$ cat src/rtl/ram_dsp_mac.sv
// Neuron weight store and unsigned multiply-accumulate datapath.
// A 2**ADDR_W-word RAM with a registered read port supplies operand B of a 3-stage MAC.
module ram_dsp_mac #(
  parameter int unsigned DATA_W = 16,
  parameter int unsigned ADDR_W = 2,
  parameter int unsigned ACC_W  = 48
) (
  input  logic              clk,
  input  logic              rst_n,
  input  logic              wr_en,
  input  logic [ADDR_W-1:0] wr_addr,
  input  logic [DATA_W-1:0] wr_data,
  input  logic              rd_en,
  input  logic [ADDR_W-1:0] rd_addr,
  input  logic [DATA_W-1:0] x,
  input  logic              sclr,
  output logic [DATA_W-1:0] rd_data,
  output logic [ACC_W-1:0]  p
);

  localparam int unsigned DEPTH  = 2**ADDR_W;
  localparam int unsigned PROD_W = 2*DATA_W;

  logic [DATA_W-1:0] mem [DEPTH];
  logic [DATA_W-1:0] a_r;
  logic [PROD_W-1:0] m_r;

  // Every word is reset so nothing undefined can ever reach the MAC.
  always_ff @(posedge clk or negedge rst_n) begin
    if (!rst_n) begin
      for (int unsigned i = 0; i < DEPTH; i++) mem[i] <= '0;
    end else if (wr_en) begin
      mem[wr_addr] <= wr_data;
    end
  end

  // Read-first: a same-address write this edge is only seen by later reads.
  always_ff @(posedge clk or negedge rst_n) begin
    if (!rst_n)     rd_data <= '0;
    else if (rd_en) rd_data <= mem[rd_addr];
  end

  always_ff @(posedge clk or negedge rst_n) begin
    if (!rst_n) begin
      a_r <= '0;
      m_r <= '0;
      p   <= '0;
    end else if (sclr) begin
      a_r <= '0;
      m_r <= '0;
      p   <= '0;
    end else begin
      a_r <= x;
      m_r <= PROD_W'(a_r) * PROD_W'(rd_data);
      p   <= p + ACC_W'(m_r);
    end
  end

endmodule

$ cat config.mk
export PLATFORM = sky130hd
export DESIGN_NAME = ram_dsp_mac
export DESIGN_NICKNAME = d
export VERILOG_FILES = /design/src/rtl/ram_dsp_mac.sv
export SDC_FILE = /design/constraint.sdc
export NUM_CORES = 1
export LEC_CHECK = 0
export CORE_UTILIZATION = 28
export DETAILED_ROUTE_END_ITERATION = 7
export HOLD_SLACK_MARGIN = 0.06
export MAX_ROUTING_LAYER = met4
export PLACE_DENSITY = 0.53
export REMOVE_ABC_BUFFERS = 1
export SKIP_CTS_REPAIR_TIMING = 1
export SLEW_MARGIN = 30
export SYNTH_ARGS = -nofsm -noshare
export SYNTH_HDL_FRONTEND = slang
export SYNTH_SLANG_ARGS = --single-unit
$ cat constraint.sdc
create_clock -name clk -period 5.7 [get_ports clk]
set_clock_uncertainty 0.1 [all_clocks]
set_input_delay 1.14 -clock clk [delete_from_list [all_inputs] [get_ports clk]]
set_output_delay 1.14 -clock clk [all_outputs]
set_load 0.005 [all_outputs]
# Yosys cells after proc, flatten, opt, wreduce, memory -nomap -nowiden
# Index checks and enable logic that the tools add are counted.
dict set report classes {
  add_sub_neg 1
  multipliers 1
  div_mod_pow 0
  magnitude_cmp 3
  eq_ne 0
  shifts 0
  mux 9
  n_bitwise 2
  n_reduce_logical 1
}
# operator n
set op_table {}
lappend op_table {{bitwise mux 64 bit} 1}
lappend op_table {{2-to-1 mux 16 bit} 4}
lappend op_table {{adder 48 x 32 -> 48 bit} 1}
lappend op_table {{2-to-1 mux 48 bit} 1}
lappend op_table {{binary-select mux 16 bit (select 2 bit)} 1}
lappend op_table {{demux 16 bit (select 2 bit)} 1}
lappend op_table {{multiplier 16 x 16 -> 32 bit} 1}
lappend op_table {{2-to-1 mux 32 bit} 1}
lappend op_table {{>= comparator 3 bit (second input constant)} 2}
lappend op_table {{inverter 2 -> 3 bit} 2}
lappend op_table {{less-than comparator 3 x 1 -> 1 bit (second input constant)} 1}
lappend op_table {{logical AND 1 bit} 1}
dict set report totals {
  register_bits 176
  latch_bits 0
  ramBits 0
  rom_bits 0
  input_bits 41
  output_inout_bits 64
  word_cells 25
  mem_count 0
}

# Depth between registers and ports, before layout
dict set report depth {
  depth_word 6
  depth_mapped 23
  mapped_depth_nobuf 22
}

# Worst setup path before layout
# No wires, ideal clock.
dict set report synth_timing {
  kind {reg-to-reg}
  startpoint {register rd_data[9]}
  endpoint {register m_r[22]}
  setup_time_ns 0.132
  arrival_time_ns 5.846
  t_required_ns 5.468
  path_slack_ns -0.378
  path_stages_with_launch 22
  n_path_buf 2
  synth_period_minus_slack_ns 6.078
  path_cell_list {dfrtp_1 clkbuf_1 clkbuf_1 nand2_1 fa_1 inv_1 fa_1 fa_1 fa_1 fa_1 inv_1 fa_1 inv_1 ha_1 a21o_1 a211o_1 o21ai_0 a31oi_1 or3_1 a21oi_1 xor2_1 nor2_1}
}
dict set report synth_between {
  elab_chain_cells 2
}
# item line_no
set synth_rtl {}
lappend synth_rtl {{from (decl)} 17} ;# output logic [DATA_W-1:0] rd_data,
lappend synth_rtl {{from (signal assigned)} 40} ;# else if (rd_en) rd_data <= mem[rd_addr];
lappend synth_rtl {{multiplier 16 x 16 -> 32 bit} 54} ;# m_r <= PROD_W'(a_r) * PROD_W'(rd_data);
lappend synth_rtl {{2-to-1 mux 32 bit} 48} ;# end else if (sclr) begin
lappend synth_rtl {{to (signal assigned)} 54}
lappend synth_rtl {{to (decl)} 26} ;# logic [PROD_W-1:0] m_r;
# No other way between the ends.
# A chain may end at the register's enable or synchronous reset.

# Worst setup path after layout
dict set report layout_timing {
  startpoint {register rd_data[6]}
  endpoint {register m_r[22]}
}
# Same word-level chain as after synthesis.

==> results.ini <==
[worst_setup_path]
r2r_start=rd_data[6]
cp_max_fo=8
worstPathRequired_ns=5.96
worst_ep_arrival_time_ns=6.11
cp-start-kind=register
end_kind=register
cp-startpoint=rd_data[6]
critical_path_class=register to register

[routing]
vias_per_cell=4.62
drc=6
ant_nets=0
wl_per_cell_um=16.5
drtIter0Drc=575
dr_total_vias=12600
drt-pass1-iter-count=7
wl_um=44900

[timing]
timing.hold.ws_ns=0.403
tns_ns=-0.707
finalHoldViolCount=0
period_share_pct=103
rsz0062_at_grt=yes
max_slew.worst_pin.slew_ns=0.931
setup_violations=7
max_slew_margin_pct=37.7
period_minus_slack_ns=5.86
slew_viol_final=0
timing.final.ws_setup_ns=-0.158
max_freq_mhz=171

[clocking]
path_clk_slew_ns=0.07
cts.htree.levels=4
clock-sinks=176
cts_made_buffers=17
cts_tree=done
cts_buffer_depth=2
cts_root_buf=clkbuf_16
clk-insertion-delay-late_ns=0.49

[floorplanning]
num_rows=89
io_pins=105
fp.dieH_um=248
start_util_pct=28.5
die_area_um2=61400
fp.dieW_um=248
core_region_area_um2=59400

[place]
pre_cts_ws_ns=-0.543
place_congestion=0.907
dp_hpwl_um=36200
io_buffers=104
dp_cells=2667
dpl_cell_area_um2=19900

[min_path]
hp-start=mem[21]
hold_class=register to register

[synthesis]
synth-xor-area-share_pct=2.33
synth_top_family_by_area=adder cells
synthArstFlopShare_pct=100
netlist_instances=1692
synth-edff-count=0
seq_area_frac_synth_pct=26.0
yosys.area_share.simple_pct=15.1
syn_avg_cell_area_um2=10.0
synth_warnings=0
ys_types=72
synth_fa_ha_area_share_pct=33.1
synth_compound_area_share_pct=8.65
ys.flop_type=dfrtp_1
synth_seq_cells=176
syn_area_um2=16900
synth_mux_area_share_pct=7.79

[final_layout]
fill_cells=5944
antenna_cells=0
drive_gt1_share_pct=24.2
stdcell_count=2725
synthToLayoutAreaGrowth_pct=26.1
design_area_um2=21300
nets=2312

[power]
internal-power_mw=7.70
seqPwrFrac_pct=12.7
switchingPower_mw=6.35
power.density_nw_per_um2=659
switching_share_pct=45.2
ir_drop_v=0.000692
clockPowerShare_pct=7.9
comb_power_share_pct=79.4
power.static_leakage_nw=10.0

[global_route]
met1_usage_pct=19.7
busiest_layer=met2
overflow=0
grt_max_degree=91
grt_use_met3_pct=2.27
met2_usage_pct=25.5
grt_pass1_vias=13200
grt_usage_pct=15.7
antenna_found_initial=0
grt_first_pass_wirelength_um=72500

[run_status]
violations=DRC, setup timing
status=finished, violations left

[flow_run]
cap_violations=0

[registers in the layout, summed over array words and instances (netlist names)]
name	cells
a_r	16
p	48
rd_data	16
mem	64
m_r	32
[routing by layer]
metal	routed length (um)	share of wire (%)
met5	0	0
met1	20300	45
met2	21800	49
met3	1450	3.2
met4	1280	2.8
[layout by cell type (no fill, tap or decap), types with 21 or more instances in the layout]
cell type / n
clkdlybuf4s50_1: 102
fa_1: 185
inv_2: 25
xnor2_1: 27
o21ai_0: 27
a21oi_1: 53
buf_4: 152
a21o_1: 38
nand2_1: 171
and2_1: 106
ha_1: 121
nor2_1: 83
dfrtp_2: 21
inv_1: 219
buf_6: 33
dfrtp_1: 155
nor2b_1: 28
mux2_2: 83
[logic make-up after synthesis]
| kind of cell | Yosys count |
|---|---|
| buf+inv | 309 |
| simple gates | 514 |
| flops | 176 |
| xor+xnor | 45 |
| mux | 101 |
| fa+ha+maj | 331 |
| compound gates | 216 |
[layout make-up]
cell class | instances | area (um^2) | area share [%]
sequential | 176 | 4430 | 20.8
multi-input combinational | 1207 | 11800 | 55.4
tap | 773 | 967 | 4.54
clock buffer | 18 | 429 | 2.01
inverter | 244 | 916 | 4.30
timing repair buffer | 294 | 2670 | 12.5
clock inverter | 13 | 101 | 0.475
[stage by stage]
| step | power (mW) | util, % |
|---|---|---|
| 2_1_floorplan | 7.42 | - |
| 6_report | 14.1 | 35.9 |
| 4_1_cts | 12.2 | 34.5 |
| 3_5_place_dp | 11.0 | 33.6 |
| 5_1_grt | 15.5 | 35.9 |
| 3_3_place_gp | 11.0 | 33.6 |
[synth_stat cells, drive strengths merged, types with 8 or more instances]
master  count  area, um^2
a211oi     11        87.6
a21oi      59         299
o31ai       8        65.1
fa        195        3900
nand2     177         664
a21o       39         294
clkbuf     55         206
dfrtp     176        4400
or3        11        68.8
nor2       88         330
nand3      22         115
ha        136        1700
and3       11        68.8
buf        10        55.1
o21ai      47         243
nor2b      28         175
and2      125         785
mux4       16         360
nand4       9        71.3
xnor2      28         245
xor2       17         149
mux2       85         957
nor3       17        85.1
inv       244         916
[power groups by stage]
stage	registers [mW]	clock network [mW]	logic, mW
final	1.79	1.11	11.2
after global routing	1.82	1.21	12.5
after CTS	1.79	1.15	9.28
after detailed placement	1.81	0	9.20
after global placement	1.80	0	9.17
after floorplan	1.80	0	5.62
[path summary, 6_finish.rpt]
check,to,slack [ns],depth (start not counted)
setup / recovery,m_r[22],-0.16,20
hold / removal,mem[21],0.40,1
setup reg to reg,m_r[22],-0.16,20
hold reg to reg,mem[21],0.40,1
max in group asynchronous,rd_data[3],3.71,2
min in group asynchronous,a_r[13],0.65,1
[worst max-delay path, stage by stage (launching register included)]
cell and delay [ns]:
dfrtp_2 0.48, and2_4 0.17, fa_1 0.52, inv_1 0.05
fa_1 0.53, inv_1 0.06, fa_1 0.51, fa_1 0.46
fa_1 0.52, inv_2 0.04, fa_1 0.54, inv_2 0.05
ha_4 0.23, a21o_1 0.18, a211o_1 0.30, o21ai_2 0.09
a31oi_4 0.13, or3_1 0.40, a21oi_2 0.14, xor2_1 0.16
nor2_1 0.05
(Power assumes the default switching activity.)
